<file path="config.mk">
export PLATFORM = sky130hd
export DESIGN_NAME = emmc_cmd_dev_flat
export DESIGN_NICKNAME = d
export VERILOG_FILES = /design/src/rtl/emmc_cmd_dev_if.sv /design/src/rtl/emmc_cmd_dev.sv /design/src/flat_wrapper.sv
export SDC_FILE = /design/constraint.sdc
export NUM_CORES = 1
export LEC_CHECK = 0
export CAP_MARGIN = 30
export CORE_MARGIN = 2
export CORE_UTILIZATION = 60
export DETAILED_ROUTE_END_ITERATION = 6
export MAX_ROUTING_LAYER = met4
export PLACE_DENSITY_LB_ADDON = 0.08
export SYNTH_ARGS = -nofsm -noshare
export SYNTH_HDL_FRONTEND = slang
export SYNTH_SLANG_ARGS = --single-unit
</file>
<file path="constraint.sdc">
create_clock -name clk_i -period 6.4 [get_ports clk_i]
set_input_delay 0.96 -clock clk_i [delete_from_list [all_inputs] [get_ports clk_i]]
set_output_delay 0.96 -clock clk_i [all_outputs]
set_load 0.05 [all_outputs]
</file>
<file path="src/rtl/emmc_cmd_dev_if.sv">
// eMMC CMD-line bundle: host-driven CMD input, device CMD driver and decoded-command reporting.
interface emmc_cmd_dev_if;
  logic        emmc_cmd_i;
  logic        emmc_cmd_o;
  logic        emmc_cmd_oe_o;
  logic        cmd_valid_o;
  logic [5:0]  cmd_idx_o;
  logic [31:0] cmd_arg_o;
  logic        crc_err_o;
  logic [3:0]  card_state_o;
  logic [15:0] rca_o;

  modport slave (
    input  emmc_cmd_i,
    output emmc_cmd_o, emmc_cmd_oe_o, cmd_valid_o, cmd_idx_o, cmd_arg_o,
    output crc_err_o, card_state_o, rca_o
  );

  modport master (
    output emmc_cmd_i,
    input  emmc_cmd_o, emmc_cmd_oe_o, cmd_valid_o, cmd_idx_o, cmd_arg_o,
    input  crc_err_o, card_state_o, rca_o
  );
endinterface

</file>
<file path="src/rtl/emmc_cmd_dev.sv">
// eMMC device-side CMD line: receives 48-bit host commands, runs the identification/transfer
// state machine and answers with R1/R2/R3 responses after NCR clocks.
module emmc_cmd_dev #(
  parameter logic [31:0]  OCR           = 32'h00FF8080,
  parameter logic [119:0] CID           = 120'h70_0100_4D4D43_30_0000_0001_0000,
  parameter logic [119:0] CSD           = '0,
  parameter int unsigned  NCR           = 2,
  parameter int unsigned  INIT_CMD1_CNT = 2
) (
  input logic           clk_i,
  input logic           rst_i,
  emmc_cmd_dev_if.slave bus
);

  typedef enum logic [1:0] {RxIdle, RxShift, NcrWait, TxShift} st_e;
  typedef enum logic [2:0] {RspNone, RspR1, RspR2Cid, RspR2Csd, RspR3} rsp_e;

  localparam logic [3:0] CsIdle  = 4'd0;
  localparam logic [3:0] CsReady = 4'd1;
  localparam logic [3:0] CsIdent = 4'd2;
  localparam logic [3:0] CsStby  = 4'd3;
  localparam logic [3:0] CsTran  = 4'd4;

  // Leading zeros leave a zero-initialised CRC7 untouched, so shorter messages are zero-extended.
  function automatic logic [6:0] crc7(input logic [119:0] data);
    logic [6:0] c;
    logic       fb;
    c = '0;
    for (int i = 119; i >= 0; i--) begin
      fb = data[i] ^ c[6];
      c  = {c[5:0], 1'b0};
      if (fb) c = c ^ 7'h09;
    end
    return c;
  endfunction

  localparam logic [6:0] CidCrc = crc7(CID);
  localparam logic [6:0] CsdCrc = crc7(CSD);

  st_e          st_q, st_d;
  logic [46:0]  rx_sr_q, rx_sr_d;
  logic [5:0]   rx_cnt_q, rx_cnt_d;
  logic [6:0]   ncr_cnt_q, ncr_cnt_d;
  logic [7:0]   tx_cnt_q, tx_cnt_d;
  logic [135:0] resp_q, resp_d;
  logic         cmd_o_q, cmd_o_d, oe_q, oe_d, valid_q, valid_d, crc_err_q, crc_err_d;
  logic         hold_q, hold_d, stk_crc_q, stk_crc_d, stk_ill_q, stk_ill_d;
  logic [5:0]   idx_q, idx_d;
  logic [31:0]  arg_q, arg_d;
  logic [3:0]   state_q, state_d, pend_q, pend_d;
  logic [15:0]  rca_q, rca_d;
  logic [7:0]   cmd1_q, cmd1_d;

  logic [47:0]  frame;
  logic [5:0]   idx;
  logic [31:0]  arg, status;
  logic [39:0]  r1_body;
  logic         frame_ok, rca_match, busy, legal;
  logic [3:0]   new_state;
  rsp_e         rsp_kind;

  always_comb begin
    st_d      = st_q;
    rx_sr_d   = rx_sr_q;
    rx_cnt_d  = rx_cnt_q;
    ncr_cnt_d = ncr_cnt_q;
    tx_cnt_d  = tx_cnt_q;
    resp_d    = resp_q;
    cmd_o_d   = cmd_o_q;
    oe_d      = oe_q;
    valid_d   = 1'b0;
    crc_err_d = 1'b0;
    hold_d    = 1'b0;
    stk_crc_d = stk_crc_q;
    stk_ill_d = stk_ill_q;
    idx_d     = idx_q;
    arg_d     = arg_q;
    state_d   = state_q;
    pend_d    = pend_q;
    rca_d     = rca_q;
    cmd1_d    = cmd1_q;

    frame     = {rx_sr_q, bus.emmc_cmd_i};
    idx       = frame[45:40];
    arg       = frame[39:8];
    frame_ok  = !frame[47] && frame[46] && frame[0] && (crc7({80'b0, frame[47:8]}) == frame[7:1]);
    rca_match = (arg[31:16] == rca_q);
    busy      = ({24'b0, cmd1_q} < INIT_CMD1_CNT);
    status    = {8'b0, stk_crc_q, stk_ill_q, 9'b0, state_q, 1'b1, 8'b0};
    r1_body   = {2'b00, idx, status};
    rsp_kind  = RspNone;
    new_state = state_q;
    legal     = 1'b0;

    unique case (st_q)
      RxIdle: begin
        // Hold masks the first cycle after the response so the line release is not a start bit.
        if (!hold_q && !bus.emmc_cmd_i) begin
          rx_sr_d  = '0;
          rx_cnt_d = 6'd1;
          st_d     = RxShift;
        end
      end
      RxShift: begin
        if (rx_cnt_q == 6'd47) begin
          st_d = RxIdle;
          if (!frame_ok) begin
            crc_err_d = 1'b1;
            stk_crc_d = 1'b1;
          end else begin
            valid_d = 1'b1;
            idx_d   = idx;
            arg_d   = arg;
            case (idx)
              6'd0: begin
                legal   = 1'b1;
                state_d = CsIdle;
                rca_d   = '0;
                cmd1_d  = '0;
              end
              6'd1: if (state_q == CsIdle) begin
                legal    = 1'b1;
                rsp_kind = RspR3;
                if (busy) cmd1_d = cmd1_q + 8'd1;
                else      new_state = CsReady;
              end
              6'd2: if (state_q == CsReady) begin
                legal     = 1'b1;
                rsp_kind  = RspR2Cid;
                new_state = CsIdent;
              end
              6'd3: if (state_q == CsIdent) begin
                legal     = 1'b1;
                rsp_kind  = RspR1;
                rca_d     = arg[31:16];
                new_state = CsStby;
              end
              6'd9: if (state_q == CsStby && rca_match) begin
                legal    = 1'b1;
                rsp_kind = RspR2Csd;
              end
              6'd7: begin
                if (state_q == CsStby && rca_match) begin
                  legal     = 1'b1;
                  rsp_kind  = RspR1;
                  new_state = CsTran;
                end else if (state_q == CsTran && !rca_match) begin
                  legal   = 1'b1;
                  state_d = CsStby;
                end
              end
              6'd6, 6'd8, 6'd17, 6'd24: if (state_q == CsTran) begin
                legal    = 1'b1;
                rsp_kind = RspR1;
              end
              default: ;
            endcase
            if (!legal) stk_ill_d = 1'b1;
            if (rsp_kind != RspNone) begin
              st_d      = NcrWait;
              ncr_cnt_d = 7'(NCR - 1);
              pend_d    = new_state;
              tx_cnt_d  = 8'd47;
            end
            case (rsp_kind)
              RspR1: begin
                resp_d    = {r1_body, crc7({80'b0, r1_body}), 1'b1, 88'b0};
                stk_crc_d = 1'b0;
                stk_ill_d = 1'b0;
              end
              RspR2Cid: begin
                resp_d   = {2'b00, 6'h3F, CID, CidCrc, 1'b1};
                tx_cnt_d = 8'd135;
              end
              RspR2Csd: begin
                resp_d   = {2'b00, 6'h3F, CSD, CsdCrc, 1'b1};
                tx_cnt_d = 8'd135;
              end
              RspR3:   resp_d = {2'b00, 6'h3F, !busy, OCR[30:0], 8'hFF, 88'b0};
              default: ;
            endcase
          end
        end else begin
          rx_sr_d  = {rx_sr_q[45:0], bus.emmc_cmd_i};
          rx_cnt_d = rx_cnt_q + 6'd1;
        end
      end
      NcrWait: begin
        if (ncr_cnt_q == 7'd0) begin
          oe_d    = 1'b1;
          cmd_o_d = resp_q[135];
          resp_d  = {resp_q[134:0], 1'b0};
          state_d = pend_q;
          st_d    = TxShift;
        end else begin
          ncr_cnt_d = ncr_cnt_q - 7'd1;
        end
      end
      TxShift: begin
        if (tx_cnt_q == 8'd0) begin
          oe_d    = 1'b0;
          cmd_o_d = 1'b1;
          hold_d  = 1'b1;
          st_d    = RxIdle;
        end else begin
          cmd_o_d  = resp_q[135];
          resp_d   = {resp_q[134:0], 1'b0};
          tx_cnt_d = tx_cnt_q - 8'd1;
        end
      end
    endcase
  end

  always_ff @(posedge clk_i) begin
    if (rst_i) begin
      st_q      <= RxIdle;
      rx_sr_q   <= '0;
      rx_cnt_q  <= '0;
      ncr_cnt_q <= '0;
      tx_cnt_q  <= '0;
      resp_q    <= '0;
      cmd_o_q   <= 1'b1;
      oe_q      <= 1'b0;
      valid_q   <= 1'b0;
      crc_err_q <= 1'b0;
      hold_q    <= 1'b0;
      stk_crc_q <= 1'b0;
      stk_ill_q <= 1'b0;
      idx_q     <= '0;
      arg_q     <= '0;
      state_q   <= CsIdle;
      pend_q    <= CsIdle;
      rca_q     <= '0;
      cmd1_q    <= '0;
    end else begin
      st_q      <= st_d;
      rx_sr_q   <= rx_sr_d;
      rx_cnt_q  <= rx_cnt_d;
      ncr_cnt_q <= ncr_cnt_d;
      tx_cnt_q  <= tx_cnt_d;
      resp_q    <= resp_d;
      cmd_o_q   <= cmd_o_d;
      oe_q      <= oe_d;
      valid_q   <= valid_d;
      crc_err_q <= crc_err_d;
      hold_q    <= hold_d;
      stk_crc_q <= stk_crc_d;
      stk_ill_q <= stk_ill_d;
      idx_q     <= idx_d;
      arg_q     <= arg_d;
      state_q   <= state_d;
      pend_q    <= pend_d;
      rca_q     <= rca_d;
      cmd1_q    <= cmd1_d;
    end
  end

  assign bus.emmc_cmd_o    = cmd_o_q;
  assign bus.emmc_cmd_oe_o = oe_q;
  assign bus.cmd_valid_o   = valid_q;
  assign bus.cmd_idx_o     = idx_q;
  assign bus.cmd_arg_o     = arg_q;
  assign bus.crc_err_o     = crc_err_q;
  assign bus.card_state_o  = state_q;
  assign bus.rca_o         = rca_q;

endmodule

</file>
<file path="src/flat_wrapper.sv">
// flat-port wrapper written by rule: the top's interface ports become plain ports
module emmc_cmd_dev_flat 
#(
  parameter logic [31:0]  OCR           = 32'h00FF8080,
  parameter logic [119:0] CID           = 120'h70_0100_4D4D43_30_0000_0001_0000,
  parameter logic [119:0] CSD           = '0,
  parameter int unsigned  NCR           = 2,
  parameter int unsigned  INIT_CMD1_CNT = 2
)
  (clk_i, rst_i, bus_emmc_cmd_i, bus_emmc_cmd_o, bus_emmc_cmd_oe_o, bus_cmd_valid_o, bus_cmd_idx_o, bus_cmd_arg_o, bus_crc_err_o, bus_card_state_o, bus_rca_o);
  emmc_cmd_dev_if bus_i ();
  input logic clk_i;
  input logic rst_i;
  input wire logic [$bits(bus_i.emmc_cmd_i)-1:0] bus_emmc_cmd_i;
  output wire logic [$bits(bus_i.emmc_cmd_o)-1:0] bus_emmc_cmd_o;
  output wire logic [$bits(bus_i.emmc_cmd_oe_o)-1:0] bus_emmc_cmd_oe_o;
  output wire logic [$bits(bus_i.cmd_valid_o)-1:0] bus_cmd_valid_o;
  output wire logic [$bits(bus_i.cmd_idx_o)-1:0] bus_cmd_idx_o;
  output wire logic [$bits(bus_i.cmd_arg_o)-1:0] bus_cmd_arg_o;
  output wire logic [$bits(bus_i.crc_err_o)-1:0] bus_crc_err_o;
  output wire logic [$bits(bus_i.card_state_o)-1:0] bus_card_state_o;
  output wire logic [$bits(bus_i.rca_o)-1:0] bus_rca_o;
  assign bus_i.emmc_cmd_i = bus_emmc_cmd_i;
  assign bus_emmc_cmd_o = bus_i.emmc_cmd_o;
  assign bus_emmc_cmd_oe_o = bus_i.emmc_cmd_oe_o;
  assign bus_cmd_valid_o = bus_i.cmd_valid_o;
  assign bus_cmd_idx_o = bus_i.cmd_idx_o;
  assign bus_cmd_arg_o = bus_i.cmd_arg_o;
  assign bus_crc_err_o = bus_i.crc_err_o;
  assign bus_card_state_o = bus_i.card_state_o;
  assign bus_rca_o = bus_i.rca_o;
  emmc_cmd_dev #(.OCR(OCR), .CID(CID), .CSD(CSD), .NCR(NCR), .INIT_CMD1_CNT(INIT_CMD1_CNT)) u_core (.clk_i(clk_i), .rst_i(rst_i), .bus(bus_i));
endmodule
</file>
======== Word level (Yosys, flattened, before mapping) ========
Cells that the tools add are included.
word-level totals
  register bits after elaboration ......... 283
  output and inout bits ................... 62
operators by class
  add/sub/neg operators ................... 4
  $lt $le $gt $ge ......................... 1
  equal/unequal tests ..................... 42
  mux-type cells .......................... 308
  bitwise logic cells ..................... 129
  reduce and logical (&&, ||, !) cells .... 42
operator list
  cell                                                                     number
  7-bit two-way mux                                                        152
  136-bit two-way mux                                                      4
  136-bit case mux with 4 select lines                                     1
  136-bit case mux with 3 select lines                                     1
  4-bit two-way mux                                                        88
  2-bit NOT                                                                76
  47-bit two-way mux                                                       2
  47-bit case mux with 2 select lines                                      1
  8-bit two-way mux                                                        7
  1-bit bitwise XOR                                                        47
  16-bit case mux with 2 select lines                                      1
  8-bit case mux with 2 select lines                                       2
  1-bit two-way mux                                                        24
  2-bit by 1-bit inequality test with 1-bit output, second input constant  9
  3-bit case mux with 6 select lines                                       1
  16-bit equality test                                                     1
  16-bit two-way mux                                                       1
  2-bit two-way mux                                                        8
  4-bit case mux with 2 select lines                                       2
  4-bit case mux with 4 select lines                                       1
  5-bit AND reduction                                                      3
  7-bit case mux with 2 select lines                                       1
  6-bit by 2-bit equality test with 1-bit output, second input constant    2
  6-bit by 3-bit equality test with 1-bit output, second input constant    2
  other kinds (47)                                                         89

======== Depth between registers and ports, before layout ========
Gate-level depths: netlist of the first run.
  depth after elaboration ................. 311
  depth in mapped cells ................... 16
  depth with buffers taken out ............ 11

======== Least setup slack after synthesis of the first run ========
OpenSTA, ideal clock, no wires.
  kind .................................... flip-flop to flip-flop
  start ................................... reg u_core.rx_sr_q[26]
  end ..................................... reg u_core.tx_cnt_q[6]
  data arrival time ....................... 3.349 ns
  data required time ...................... 6.314 ns
  setup slack ............................. 2.965 ns
  cell stages (with the launch flop) ...... 10
  clock period less this slack ............ 3.435 ns
  path through ............................ dfxtp_1 xor3_2 xnor3_2 xnor3_1 xnor3_1 and3_1 o22ai_4 o22ai_4 or4b_1 a221oi_2
on the way
  word-level cells in the longest chain between the ends .. 22
  elaborated cells on any way between the ends .. 61
RTL lines
  element                                                     RTL line             RTL
  start: declaration                                          emmc_cmd_dev.sv:41   logic [46:0] rx_sr_q, rx_sr_d;
  start signal: assignment                                    emmc_cmd_dev.sv:237  rx_sr_q <= rx_sr_d;
  1-bit bitwise XOR                                           emmc_cmd_dev.sv:30   fb = data[i] ^ c[6];
  4-bit two-way mux (3 in a row)                              emmc_cmd_dev.sv:32   if (fb) c = c ^ 7'h09;
  2-bit NOT (no line)                                         --
  4-bit two-way mux                                           emmc_cmd_dev.sv:32
  1-bit bitwise XOR                                           emmc_cmd_dev.sv:30
  4-bit two-way mux (3 in a row)                              emmc_cmd_dev.sv:32
  2-bit NOT (no line)                                         --
  4-bit two-way mux                                           emmc_cmd_dev.sv:32
  1-bit bitwise XOR                                           emmc_cmd_dev.sv:30
  4-bit two-way mux (3 in a row)                              emmc_cmd_dev.sv:32
  2-bit NOT (no line)                                         --
  4-bit two-way mux                                           emmc_cmd_dev.sv:32
  7-bit equality test                                         emmc_cmd_dev.sv:86   frame_ok = !frame[47] && frame[46] && frame[0] && (crc7({80'b0, frame[47:8]}) == frame[7:1]);
  1-bit logical AND                                           emmc_cmd_dev.sv:86
  2-bit by 1-bit inequality test with 1-bit output (no line)  --
  5-bit AND reduction (no line)                               --
  end signal: assignment                                      emmc_cmd_dev.sv:240  tx_cnt_q <= tx_cnt_d;
  end: declaration                                            emmc_cmd_dev.sv:44   logic [7:0] tx_cnt_q, tx_cnt_d;
Parallel ways exist; a longest one is shown, timed or not. The select of a mux whose other input is x is not followed.
A chain may end at the register's enable or synchronous reset.

======== Worst setup path after layout of the first run ========
  start ................................... reg u_core.rx_sr_q[39]
  end ..................................... reg u_core.resp_q[61]
on the way
  word-level cells in the longest chain between the ends .. 34
  elaborated cells on any way between the ends .. 105
RTL lines
  element                                                     RTL line             RTL
  1-bit bitwise XOR                                           emmc_cmd_dev.sv:30
  4-bit two-way mux (3 in a row)                              emmc_cmd_dev.sv:32
  2-bit NOT (no line)                                         --
  4-bit two-way mux                                           emmc_cmd_dev.sv:32
  1-bit bitwise XOR                                           emmc_cmd_dev.sv:30
  4-bit two-way mux (3 in a row)                              emmc_cmd_dev.sv:32
  2-bit NOT (no line)                                         --
  4-bit two-way mux                                           emmc_cmd_dev.sv:32
  (+12 left out)                                              --
  1-bit bitwise XOR                                           emmc_cmd_dev.sv:30
  4-bit two-way mux (3 in a row)                              emmc_cmd_dev.sv:32
  2-bit NOT (no line)                                         --
  4-bit two-way mux                                           emmc_cmd_dev.sv:32
  7-bit equality test                                         emmc_cmd_dev.sv:86
  1-bit logical AND                                           emmc_cmd_dev.sv:86
  2-bit by 1-bit inequality test with 1-bit output (no line)  --
  6-bit AND reduction (no line)                               --
  end signal: assignment                                      emmc_cmd_dev.sv:241  resp_q <= resp_d;
  end: declaration                                            emmc_cmd_dev.sv:45   logic [135:0] resp_q, resp_d;
Parallel ways exist; a longest one is shown, timed or not. The select of a mux whose other input is x is not followed.

==> out/summary.txt, run 1 <==
ROUTE
-------------------------------------------------------------------------------------
Number of vias per cell                                                          5.85
Post-route DRC                                                                      0
Count of vias placed by the detailed router                                     10600
Drt first pass iters                                                                5
Starting DRT DRC Count                                                           1042
Detailed-route wire length                                                   29100 µm
Antenna violation net count after detailed routing                                  0
Routed wire length per instance                                               16.1 µm

LAYOUT
-------------------------------------------------------------------------------------
Most used cells in the layout excluding fill and tap cells               sky130_fd_sc_hd__dfxtp_1, sky130_fd_sc_hd__nand2_1, sky130_fd_sc_hd__a21oi_1
Share of cells above drive strength 1                                           7.07%
Count of inserted antenna diode cells                                               0
Area Overhead vs Synth                                                          13.2%
Seq. cell area                                                               5670 µm²
Area used by multi-input combinational logic                                 6800 µm²
Nets                                                                             1519
Most frequent standard cell in the layout excluding fill and tap cells   sky130_fd_sc_hd__dfxtp_1
Layout filler cell count                                                         1782

FLOORPLAN
-------------------------------------------------------------------------------------
Area of the placeable core                                                  21600 µm²
I/O pin total                                                                      65
Number of rows in the core area                                                    54
Effective utilization at floorplan                                              60.7%
DIE WIDTH                                                                      152 µm
Die span in y                                                                  152 µm
Area enclosed by the die boundary                                           23100 µm²

MIN PATH
-------------------------------------------------------------------------------------
Type of the most critical hold path                                        reg -> reg
Hold wc startpoint                                                       u_core.resp_q[69]
End of the worst hold path                                               u_core.resp_q[69]
Worst Hold Path Cells                                                               2

STA
-------------------------------------------------------------------------------------
Crit share post-route                                                           71.2%
Worst-margin pin slew                                                        0.965 ns
Number of failing hold endpoints at the final stage                                 0
Count of pins over their slew limit                                                 0
Setup TNS                                                                        0 ns
Final critical-path required period                                           4.56 ns
Worst Hold Margin                                                            0.449 ns
Setup repair after global routing missed its margin                             false
Worst max-slew margin expressed relative to the limit                           35.7%
# setup viols final                                                                 0
Fmax                                                                          219 MHz
Clock tree skew after final layout                                          0.0123 ns

YOSYS
-------------------------------------------------------------------------------------
Synth area leader                                                        sky130_fd_sc_hd__dfxtp_1
Total of flip-flops plus latches after synthesis                                  283
Cell count after synthesis                                                       1519
Net count of the mapped netlist                                                  1535
Prevailing post-synth register cell                                      sky130_fd_sc_hd__dfxtp_1
Avg Synthesized Cell Area                                                    8.64 µm²
Post-Syn Area                                                               13100 µm²
Count of different cell masters after synthesis                                    78
YS warnings                                                                         0
Portion of synthesized cell area occupied by the leading cell type              43.2%
Fraction of registers with async set or reset after synthesis                      0%
Sequential-to-total area share from yosys stat                                  43.2%
Top cells by area in the synthesized netlist                             sky130_fd_sc_hd__dfxtp_1, sky130_fd_sc_hd__a21oi_1, sky130_fd_sc_hd__nand2_1, sky130_fd_sc_hd__nand3_1, sky130_fd_sc_hd__xnor2_1
Number of synthesized flops with an enable pin                                      0

CLOCK NETWORK
-------------------------------------------------------------------------------------
Setup Buffers After CTS                                                             0
Maximum clock path buffer count                                                     3
Number of levels the H-tree was split into                                          1
Number of buffers inserted during clock tree synthesis                             31
Clock sink total                                                                  283
TritonCTS clock tree                                                            built
Clock root cell                                                          sky130_fd_sc_hd__clkbuf_16
Clock insertion delay at the later pin of the skew report                     0.56 ns
Clock-pin slew on the worst setup and hold paths                              0.06 ns
Cts repair resizes                                                                  0
Hold Buf Count CTS                                                                  0

PLACED DESIGN
-------------------------------------------------------------------------------------
Final Wtd Congestion                                                            0.878
Number of buffer cells added on primary ports                                      64
Hpwl dp                                                                      18000 µm

WORST SETUP PATH
-------------------------------------------------------------------------------------
Critical path data required time                                              6.86 ns
Worst Reg-to-Reg Cells                                                             10
Delay of the slowest cell on the worst path                                   0.81 ns
Critical register-to-register path endpoint                              u_core.resp_q[61]
Data arrival time of the critical path                                        5.02 ns
Worst r2r src                                                            u_core.rx_sr_q[39]
CP dominant cell by count                                                sky130_fd_sc_hd__xnor3_1
Critical path endpoint category                                                  flop
Worst Setup Path Type                                                      reg -> reg
Slowest cell on crit path                                                sky130_fd_sc_hd__dfxtp_1
Startpoint type of the worst setup path                                          flop
List of cells traversed by the critical path                             xor2_2 -> xor2_1 -> xnor3_1 -> xnor3_1 -> mux2_4 -> nor4_4 -> a21o_4 -> buf_12 -> nor2_1 -> a211oi_1
Register-to-Register Setup Slack                                              1.84 ns
Worst-path maximum fanout                                                          76

RUN STATUS
-------------------------------------------------------------------------------------
Run status                                                               finished clean

GLOBAL ROUTING
-------------------------------------------------------------------------------------
Wire length of the first global-routing pass                                 49300 µm
Overflow left after global routing                                                  0
Largest net degree at the start of global routing                                 195
GR peak layer                                                                    met1
Grt met2 use                                                                    36.0%
Global-route met1 utilization                                                   39.2%
Vias in the first global route                                                   9522
Met3 GRT Util                                                                   3.19%
Total Routing Usage GR                                                          25.5%
Antenna violations before repair                                                    0

POWER
-------------------------------------------------------------------------------------
Net load switching power                                                      1.02 mW
Share of total power in sequential cells                                        44.7%
Power share of the clock group                                                  46.0%
Power density normalized to cell area                                      278 nW/µm²
Share of total power consumed by net switching                                  24.8%
Cell-internal power                                                           3.10 mW
Leakage power total                                                           4.95 nW
Proportion of power drawn by combinational gates                                 9.3%
Worst ir drop on vdd                                                         0.215 mV

JOB
-------------------------------------------------------------------------------------
Number of maximum-capacitance violations                                            0

-- how the worst max path moves through the flow --
stage / startpoint / endpoint / slack, ns / cells past startpoint
final: u_core.rx_sr_q[39] / u_core.resp_q[61] / 1.84 / 10
after global routing: u_core.rx_sr_q[39] / u_core.bus.cmd_arg_o[7] / 1.47 / 11
after CTS: u_core.rx_sr_q[39] / u_core.resp_q[61] / 1.82 / 10
after detailed placement: u_core.rx_sr_q[39] / u_core.resp_q[61] / 1.84 / 10
after global placement: u_core.rx_sr_q[39] / u_core.resp_q[36] / 1.96 / 10
after floorplan: u_core.rx_sr_q[26] / u_core.tx_cnt_q[6] / 2.96 / 9
-- worst max-delay path, delay by kind of cell, from the launching register on --
family	cells	cell delay, ns
DFF	1	0.81
xor gates and xnor gates	4	1.55
and+or+nand+nor	2	0.47
AOI/OAI and AO/OA	2	0.87
buffers and inverters	1	0.38
muxes	1	0.34
-- Yosys cell counts, types with 5 or more instances --
library cell / n
sky130_fd_sc_hd__buf_2: 17
sky130_fd_sc_hd__nor2b_1: 10
sky130_fd_sc_hd__o221ai_1: 6
sky130_fd_sc_hd__buf_6: 10
sky130_fd_sc_hd__nor4_1: 8
sky130_fd_sc_hd__a21oi_1: 179
sky130_fd_sc_hd__inv_1: 31
sky130_fd_sc_hd__xnor3_1: 21
sky130_fd_sc_hd__ha_1: 13
sky130_fd_sc_hd__mux2i_1: 43
sky130_fd_sc_hd__and3_1: 6
sky130_fd_sc_hd__o21ai_0: 20
sky130_fd_sc_hd__nand3_1: 143
sky130_fd_sc_hd__nor3_1: 22
sky130_fd_sc_hd__o32ai_1: 12
sky130_fd_sc_hd__buf_4: 5
sky130_fd_sc_hd__xor2_1: 12
sky130_fd_sc_hd__a211oi_1: 37
sky130_fd_sc_hd__nand2b_1: 7
sky130_fd_sc_hd__xnor2_1: 75
sky130_fd_sc_hd__buf_1: 10
sky130_fd_sc_hd__nand2_1: 221
sky130_fd_sc_hd__nand4_1: 13
sky130_fd_sc_hd__dfxtp_1: 283
sky130_fd_sc_hd__a31oi_1: 9
sky130_fd_sc_hd__clkbuf_1: 84
sky130_fd_sc_hd__nor2_1: 120
sky130_fd_sc_hd__o211ai_1: 16
-- state kept, by name, summed over array words and instances, names as in the netlist, named ones only --
name	count
u_core.bus.crc_err_o	1
u_core.bus.card_state_o	4
u_core.bus.cmd_arg_o	32
u_core.tx_cnt_q	8
u_core.stk_crc_q	1
u_core.bus.emmc_cmd_oe_o	1
u_core.stk_ill_q	1
u_core.bus.rca_o	16
u_core.rx_cnt_q	6
u_core.cmd1_q	8
u_core.resp_q	136
u_core.st_q	1
u_core.ncr_cnt_q	7
u_core.rx_sr_q	47
u_core.bus.cmd_valid_o	1
u_core.pend_q	4
u_core.bus.cmd_idx_o	6
u_core.bus.emmc_cmd_o	1
u_core.hold_q	1
-- cell type report --
cell class              instances  area share [%]
clock buffers                  37            5.71
clock inverters                20            1.77
inverters                      31           0.783
multi-input cells            1079            45.8
flip-flops and latches        283            38.1
well taps                     280            2.36
repair buffers                 77            5.43
-- metal layers --
metal / wire (µm) / share of wire (%)
met3: 1650 / 5.7
met5: 0 / 0
met2: 12800 / 44
met1: 14300 / 49
met4: 317 / 1.1
-- metrics by stage --
stage | cells | setup WS, ns | utilization, % | total power [mW] | instance area [µm²]
3_3_place_gp | 1747 | 1.96 | 63.3 | 2.24 | 13700
4_1_cts | 1806 | 1.82 | 68.6 | 4.15 | 14800
5_1_grt | 1807 | 1.47 | 68.7 | 4.28 | 14900
6_report | 1807 | 1.84 | 68.7 | 4.12 | 14900
2_1_floorplan | 1519 | 2.96 | - | 2.18 | 13100
3_5_place_dp | 1749 | 1.84 | 63.5 | 2.25 | 13700
-- power by group through the flow --
stage | clock (mW) | combinational [mW] | sequential [mW]
after floorplan | 0 | 0.307 | 1.87
after global placement | 0 | 0.361 | 1.88
after detailed placement | 0 | 0.374 | 1.88
after CTS | 1.93 | 0.377 | 1.84
after global routing | 2.01 | 0.425 | 1.85
final | 1.90 | 0.383 | 1.84
-- logic make-up after synthesis --
logic type                 after synthesis  share of synthesized area [%]
AOI/OAI and AO/OA                      322                           15.5
DFF                                    283                           43.2
muxes                                   44                           3.39
and+or+nand+nor                        583                           20.4
xor gates and xnor gates               117                           10.9
adders and majority gates               13                           1.24
buffers and inverters                  157                           5.37
(Power assumes the default switching activity.)
==> run 2: changes to the inputs <==
--- a/config.mk
+++ b/config.mk
@@ -7,7 +7,7 @@
 export LEC_CHECK = 0
 export CAP_MARGIN = 30
 export CORE_MARGIN = 2
-export CORE_UTILIZATION = 60
+export CORE_UTILIZATION = 55
 export DETAILED_ROUTE_END_ITERATION = 6
 export MAX_ROUTING_LAYER = met4
 export PLACE_DENSITY_LB_ADDON = 0.08
==> constraint.sdc (replaced) <==
create_clock -name clk_i -period 4 [get_ports clk_i]
set_input_delay 0.6 -clock clk_i [delete_from_list [all_inputs] [get_ports clk_i]]
set_output_delay 0.6 -clock clk_i [all_outputs]
set_load 0.05 [all_outputs]
==> out/summary.txt, run 2 (same netlist as run 1, synthesis figures left out) <==
MIN PATH
-------------------------------------------------------------------------------------
Hold wc startpoint                                                       u_core.resp_q[59]
Type of the most critical hold path                                        reg -> reg
Worst Hold Path Cells                                                               2
End of the worst hold path                                               u_core.resp_q[59]

FLOORPLAN
-------------------------------------------------------------------------------------
Area of the placeable core                                                  23500 µm²
I/O pin total                                                                      65
Area enclosed by the die boundary                                           25100 µm²
Effective utilization at floorplan                                              55.9%
Number of rows in the core area                                                    56
DIE WIDTH                                                                      158 µm
Die span in y                                                                  158 µm

CLOCK NETWORK
-------------------------------------------------------------------------------------
Number of levels the H-tree was split into                                          1
Number of buffers inserted during clock tree synthesis                             31
Setup Buffers After CTS                                                             0
Cts repair resizes                                                                  0
Clock insertion delay at the later pin of the skew report                     0.55 ns
Hold Buf Count CTS                                                                  0
TritonCTS clock tree                                                            built
Clock root cell                                                          sky130_fd_sc_hd__clkbuf_16
Clock sink total                                                                  283
Clock-pin slew on the worst setup and hold paths                              0.06 ns
Maximum clock path buffer count                                                     3

STA
-------------------------------------------------------------------------------------
Final critical-path required period                                           3.77 ns
Crit share post-route                                                           94.2%
Worst max-slew margin expressed relative to the limit                           38.7%
Number of failing hold endpoints at the final stage                                 0
Count of pins over their slew limit                                                 0
Worst path setup slack after routing                                         0.234 ns
Setup repair after global routing missed its margin                             false
Setup TNS                                                                        0 ns
# setup viols final                                                                 0
Worst-margin pin slew                                                        0.918 ns
Clock tree skew after final layout                                          0.0152 ns
Fmax                                                                          266 MHz
Worst Hold Margin                                                            0.450 ns

POWER
-------------------------------------------------------------------------------------
Worst ir drop on vdd                                                         0.267 mV
Leakage power total                                                           5.14 nW
Post-layout total power                                                       6.59 mW
Power density normalized to cell area                                      434 nW/µm²
Net load switching power                                                      1.65 mW
Cell-internal power                                                           4.94 mW
Power share of the clock group                                                  45.9%
Share of total power in sequential cells                                        44.6%
Proportion of power drawn by combinational gates                                 9.5%
Share of total power consumed by net switching                                  25.1%

LAYOUT
-------------------------------------------------------------------------------------
Area used by multi-input combinational logic                                 6800 µm²
Biggest register                                                         u_core.resp_q
Most frequent standard cell in the layout excluding fill and tap cells   sky130_fd_sc_hd__dfxtp_1
Final cell utilization of the core                                              64.7%
Seq. cell area                                                               5670 µm²
Area Overhead vs Synth                                                          15.8%
Share of cells above drive strength 1                                           9.21%
Most used cells in the layout excluding fill and tap cells               sky130_fd_sc_hd__dfxtp_1, sky130_fd_sc_hd__nand2_1, sky130_fd_sc_hd__a21oi_1
Flip-flop count of the largest register after layout                              136
Count of inserted antenna diode cells                                               0
Nets                                                                             1557
Final std cells w/o fill                                                         1883
Layout filler cell count                                                         1957
Layout Cell Area excl Fill                                                  15200 µm²

ROUTE
-------------------------------------------------------------------------------------
Number of vias per cell                                                          5.67
Starting DRT DRC Count                                                            857
Post-route DRC                                                                      0
Routed wire length per instance                                               15.9 µm
Antenna violation net count after detailed routing                                  0
Count of vias placed by the detailed router                                     10700
Detailed-route wire length                                                   29900 µm
Drt first pass iters                                                                5

GLOBAL ROUTING
-------------------------------------------------------------------------------------
Largest net degree at the start of global routing                                 117
Overflow left after global routing                                                  0
Antenna violations before repair                                                    0
Wire length of the first global-routing pass                                 49600 µm
Vias in the first global route                                                   9675
Total Routing Usage GR                                                          24.5%

WORST SETUP PATH
-------------------------------------------------------------------------------------
Combined buffer and inverter count along the critical path                          2
Data arrival time of the critical path                                        4.23 ns
Slowest cell on crit path                                                sky130_fd_sc_hd__xor3_2
Worst Reg-to-Reg Cells                                                             11
Startpoint type of the worst setup path                                          flop
Register-to-Register Setup Slack                                              0.23 ns
Critical path data required time                                              4.47 ns
Worst-path maximum fanout                                                          18
Crit path max-delay family                                               XOR/XNOR gates
Critical path endpoint category                                                  flop
Worst Setup Path Type                                                      reg -> reg
Critical register-to-register path endpoint                              u_core.resp_q[77]
Delay of the slowest cell on the worst path                                   0.52 ns
Worst r2r src                                                            u_core.rx_sr_q[26]
List of cells traversed by the critical path                             xor3_2 -> xnor3_2 -> xnor3_1 -> xnor3_1 -> and3_1 -> o22a_1 -> a21oi_4 -> buf_4 -> buf_4 -> nand2_1 -> a21oi_1

JOB
-------------------------------------------------------------------------------------
Number of maximum-capacitance violations                                            0

PLACED DESIGN
-------------------------------------------------------------------------------------
Post-detailed-placement cell area                                           14100 µm²
Pre-CTS setup slack                                                          0.258 ns
Hpwl dp                                                                      19000 µm
Final Wtd Congestion                                                            0.891
Number of buffer cells added on primary ports                                      64
Number of instances in the placed design                                         1827

RUN STATUS
-------------------------------------------------------------------------------------
Run status                                                               finished clean

## run 2: cell types whose count changed in the layout (fill, tap and decap cells not counted), sizes merged
cell / before / now
buf: 13 / 51
clkinvlp: 2 / 3
bufinv: 6 / 5
clkbuf: 38 / 41
clkinv: 11 / 7
## run 2: power by group through the flow
stage / combinational, mW / clock (mW) / sequential (mW)
finish: 0.624 / 3.03 / 2.94
global route: 0.695 / 3.22 / 2.95
CTS: 0.622 / 3.08 / 2.94
detailed placement: 0.621 / 0 / 3.00
global placement: 0.614 / 0 / 3.00
floorplan: 0.491 / 0 / 3.00
## run 2: per-layer routing
layer	vias to the layer above	GRT usage (%)	routed length (µm)
met3	31	2.99	1520
met4	0	4.55	331
met5	-	-	0
li1	5337	-	-
met2	256	35.4	13100
met1	5052	37.1	14900
## run 2: cell type report
cell class,instances,area share [%]
Tap cell,319,2.63
Inverter,31,0.766
Sequential cell,283,37.3
Clock inverter,16,1.44
Multi-Input combinational cell,1079,44.8
Timing Repair Buffer,115,7.34
Clock buffer,40,5.79
## run 2: worst max path at each step
| stage | startpoint | endpoint | slack (ns) | cells past startpoint |
|---|---|---|---|---|
| final | u_core.rx_sr_q[26] | u_core.resp_q[77] | 0.23 | 11 |
| after global routing | u_core.rx_sr_q[26] | u_core.resp_q[77] | 0.05 | 11 |
| after CTS | u_core.rx_sr_q[26] | u_core.resp_q[77] | 0.24 | 11 |
| after detailed placement | u_core.rx_sr_q[26] | u_core.resp_q[77] | 0.26 | 11 |
| after global placement | u_core.rx_sr_q[26] | u_core.resp_q[94] | 0.37 | 11 |
| after floorplan | u_core.rx_sr_q[26] | u_core.tx_cnt_q[6] | 0.56 | 9 |
## run 2: tightest hold or removal path: stages, from the launching register on
cell                      delay, ns
sky130_fd_sc_hd__dfxtp_1       0.31
sky130_fd_sc_hd__nand2_1       0.05
sky130_fd_sc_hd__a21oi_1       0.05
==> run 3: changes to the inputs <==
--- a/config.mk
+++ b/config.mk
@@ -9,6 +9,7 @@
 export CORE_MARGIN = 2
 export CORE_UTILIZATION = 55
 export DETAILED_ROUTE_END_ITERATION = 6
+export GPL_TIMING_DRIVEN = 0
 export MAX_ROUTING_LAYER = met4
 export PLACE_DENSITY_LB_ADDON = 0.08
 export SYNTH_ARGS = -nofsm -noshare
==> out/summary.txt, run 3 (same netlist as run 1, synthesis figures left out) <==
RUN STATUS
-------------------------------------------------------------------------------------
Run status                                                               finished clean

STA
-------------------------------------------------------------------------------------
Worst-margin pin slew                                                        0.996 ns
Worst Hold Margin                                                            0.451 ns
Number of failing hold endpoints at the final stage                                 0
Crit share post-route                                                           97.5%
Final critical-path required period                                           3.90 ns
Worst max-slew margin expressed relative to the limit                           33.6%
Count of pins over their slew limit                                                 0
Clock tree skew after final layout                                          0.0258 ns
# setup viols final                                                                 0
Fmax                                                                          256 MHz
Setup repair after global routing missed its margin                              true

MIN PATH
-------------------------------------------------------------------------------------
Worst Hold Path Cells                                                               2
Type of the most critical hold path                                        reg -> reg
Hold wc startpoint                                                       u_core.resp_q[79]
End of the worst hold path                                               u_core.resp_q[79]

CLOCK NETWORK
-------------------------------------------------------------------------------------
Number of levels the H-tree was split into                                          1
Clock insertion delay at the later pin of the skew report                     0.56 ns
Number of buffers inserted during clock tree synthesis                             29
Clock root cell                                                          sky130_fd_sc_hd__clkbuf_16
Hold Buf Count CTS                                                                  0
Clock-pin slew on the worst setup and hold paths                              0.07 ns
Clock sink total                                                                  283
TritonCTS clock tree                                                            built
Maximum clock path buffer count                                                     3

FLOORPLAN
-------------------------------------------------------------------------------------
Area of the placeable core                                                  23500 µm²
Effective utilization at floorplan                                              55.9%
I/O pin total                                                                      65
DIE WIDTH                                                                      158 µm
Number of rows in the core area                                                    56
Die span in y                                                                  158 µm
Area enclosed by the die boundary                                           25100 µm²

ROUTE
-------------------------------------------------------------------------------------
Starting DRT DRC Count                                                            890
Number of vias per cell                                                          5.74
Routed wire length per instance                                               17.2 µm
Count of vias placed by the detailed router                                     11200
Drt first pass iters                                                                5
Post-route DRC                                                                      0
Detailed-route wire length                                                   33700 µm
Antenna violation net count after detailed routing                                  0

LAYOUT
-------------------------------------------------------------------------------------
Share of cells above drive strength 1                                           8.49%
Biggest register                                                         u_core.resp_q
Flip-flop count of the largest register after layout                              136
Most used cells in the layout excluding fill and tap cells               sky130_fd_sc_hd__dfxtp_1, sky130_fd_sc_hd__nand2_1, sky130_fd_sc_hd__a21oi_1
Most frequent standard cell in the layout excluding fill and tap cells   sky130_fd_sc_hd__dfxtp_1
Final std cells w/o fill                                                         1957
Nets                                                                             1633
Area Overhead vs Synth                                                          16.6%
Count of inserted antenna diode cells                                               0

WORST SETUP PATH
-------------------------------------------------------------------------------------
Worst Reg-to-Reg Cells                                                             11
Critical path data required time                                              4.41 ns
List of cells traversed by the critical path                             buf_2 -> xor3_2 -> xnor3_2 -> xnor3_1 -> xnor3_1 -> and3_1 -> o22ai_4 -> nor3_4 -> buf_4 -> mux2i_1 -> nor2_1
CP dominant cell by count                                                sky130_fd_sc_hd__xnor3_1
Critical path endpoint category                                                  flop
Worst Setup Path Type                                                      reg -> reg
Startpoint type of the worst setup path                                          flop
Worst-path maximum fanout                                                          10
Critical register-to-register path endpoint                              u_core.bus.cmd_arg_o[13]
Delay of the slowest cell on the worst path                                   0.49 ns
Combined buffer and inverter count along the critical path                          2
Data arrival time of the critical path                                        4.32 ns
Worst r2r src                                                            u_core.rx_sr_q[30]
Crit path max-delay family                                               XOR/XNOR gates
Register-to-Register Setup Slack                                               0.1 ns
Slowest cell on crit path                                                sky130_fd_sc_hd__nor3_4

GLOBAL ROUTING
-------------------------------------------------------------------------------------
Largest net degree at the start of global routing                                  14
Vias in the first global route                                                  10200
Antenna violations before repair                                                    0
Total Routing Usage GR                                                          27.3%
Overflow left after global routing                                                  0
Wire length of the first global-routing pass                                 53300 µm

PLACED DESIGN
-------------------------------------------------------------------------------------
Number of instances in the placed design                                         1901
Number of buffer cells added on primary ports                                      63
Hpwl dp                                                                      23700 µm
Final Wtd Congestion                                                            0.946

POWER
-------------------------------------------------------------------------------------
Net load switching power                                                      1.67 mW
Leakage power total                                                           5.13 nW
Share of total power in sequential cells                                        46.4%
Cell-internal power                                                           4.67 mW
Share of total power consumed by net switching                                  26.3%
Power density normalized to cell area                                      414 nW/µm²
Worst ir drop on vdd                                                         0.361 mV
Power share of the clock group                                                  42.5%
Proportion of power drawn by combinational gates                                11.1%

JOB
-------------------------------------------------------------------------------------
Number of maximum-capacitance violations                                            0

run 3: changes by cell type in the layout (fill, tap and decap cells not counted), moves of 5 or more:
cell                        previous run  this run
sky130_fd_sc_hd__clkbuf_1              2        80
sky130_fd_sc_hd__bufinv_16             5         0
sky130_fd_sc_hd__clkbuf_8              8        13
sky130_fd_sc_hd__buf_1                 0        10
sky130_fd_sc_hd__buf_4                44        13
sky130_fd_sc_hd__buf_12                7         1
sky130_fd_sc_hd__buf_2                 0        11
sky130_fd_sc_hd__buf_6                 0        10
run 3: power by group through the flow:
stage | sequential (mW) | combinational (mW) | clock [mW]
3_3_place_gp | 3.00 | 0.673 | 0
4_1_cts | 2.94 | 0.692 | 2.74
6_report | 2.94 | 0.700 | 2.69
2_1_floorplan | 3.00 | 0.491 | 0
3_5_place_dp | 3.00 | 0.679 | 0
5_1_grt | 2.95 | 0.774 | 2.84
run 3: through the flow:
stage / utilization (%) / TNS, ns / setup slack, ns / power, mW / instance area (µm²)
final: 65.2 / 0 / 0.0981 / 6.33 / 15300
after global placement: 60.3 / -26.42 / -0.346 / 3.67 / 14200
after CTS: 64.7 / -0.0910 / -0.0272 / 6.37 / 15200
after detailed placement: 60.3 / -31.88 / -0.429 / 3.68 / 14200
after global routing: 65.2 / -0.0741 / -0.0219 / 6.56 / 15300
after floorplan: - / 0 / 0.565 / 3.49 / 13100
run 3: timing repair:
item | 4_1_cts | 5_1_grt
endpoints found under the setup margin | 206 | 208
resized for setup | 14 | 22
pin swaps | 2 | 5
setup buffers | 1 | 6
run 3: worst register-to-register path: stages (launching register included):
cell                      delay (ns)
sky130_fd_sc_hd__dfxtp_1        0.31
sky130_fd_sc_hd__buf_2          0.23
sky130_fd_sc_hd__xor3_2         0.42
sky130_fd_sc_hd__xnor3_2        0.45
sky130_fd_sc_hd__xnor3_1        0.37
sky130_fd_sc_hd__xnor3_1        0.45
sky130_fd_sc_hd__and3_1         0.25
sky130_fd_sc_hd__o22ai_4        0.16
sky130_fd_sc_hd__nor3_4         0.49
sky130_fd_sc_hd__buf_4          0.32
sky130_fd_sc_hd__mux2i_1        0.26
sky130_fd_sc_hd__nor2_1         0.05
run 3: area by class of cell:
type / count / area (µm²)
Buffer: 123 / 608
Inverter: 31 / 116
Clock inverter: 6 / 38.8
Fill cell: 2004 / 8170
Tap cell: 319 / 399
Sequential cell: 283 / 5670
Clock buffer: 46 / 920
Timing Repair Buffer: 70 / 696
Multi-Input combinational cell: 1079 / 6860
run 3: metal layers:
metal  up-vias  global-route usage, %  wire, µm
met5         -                      -         0
met4         0                   7.94       907
met3        70                   3.48      2150
met2       314                   40.2     14700
met1      5372                   39.4     15900
li1       5485                      -         -
run 3: how the worst max path moves through the flow:
| stage | startpoint | end | slack, ns | cells past startpoint |
|---|---|---|---|---|
| after floorplan | u_core.rx_sr_q[26] | u_core.tx_cnt_q[6] | 0.56 | 9 |
| after global placement | u_core.rx_sr_q[41] | u_core.bus.rca_o[5] | -0.35 | 12 |
| after detailed placement | u_core.rx_sr_q[41] | u_core.bus.rca_o[11] | -0.43 | 12 |
| after CTS | u_core.rx_sr_q[42] | u_core.tx_cnt_q[2] | -0.03 | 13 |
| after global routing | u_core.rx_sr_q[44] | u_core.bus.cmd_arg_o[13] | -0.02 | 11 |
| final | u_core.rx_sr_q[30] | u_core.bus.cmd_arg_o[13] | 0.1 | 11 |
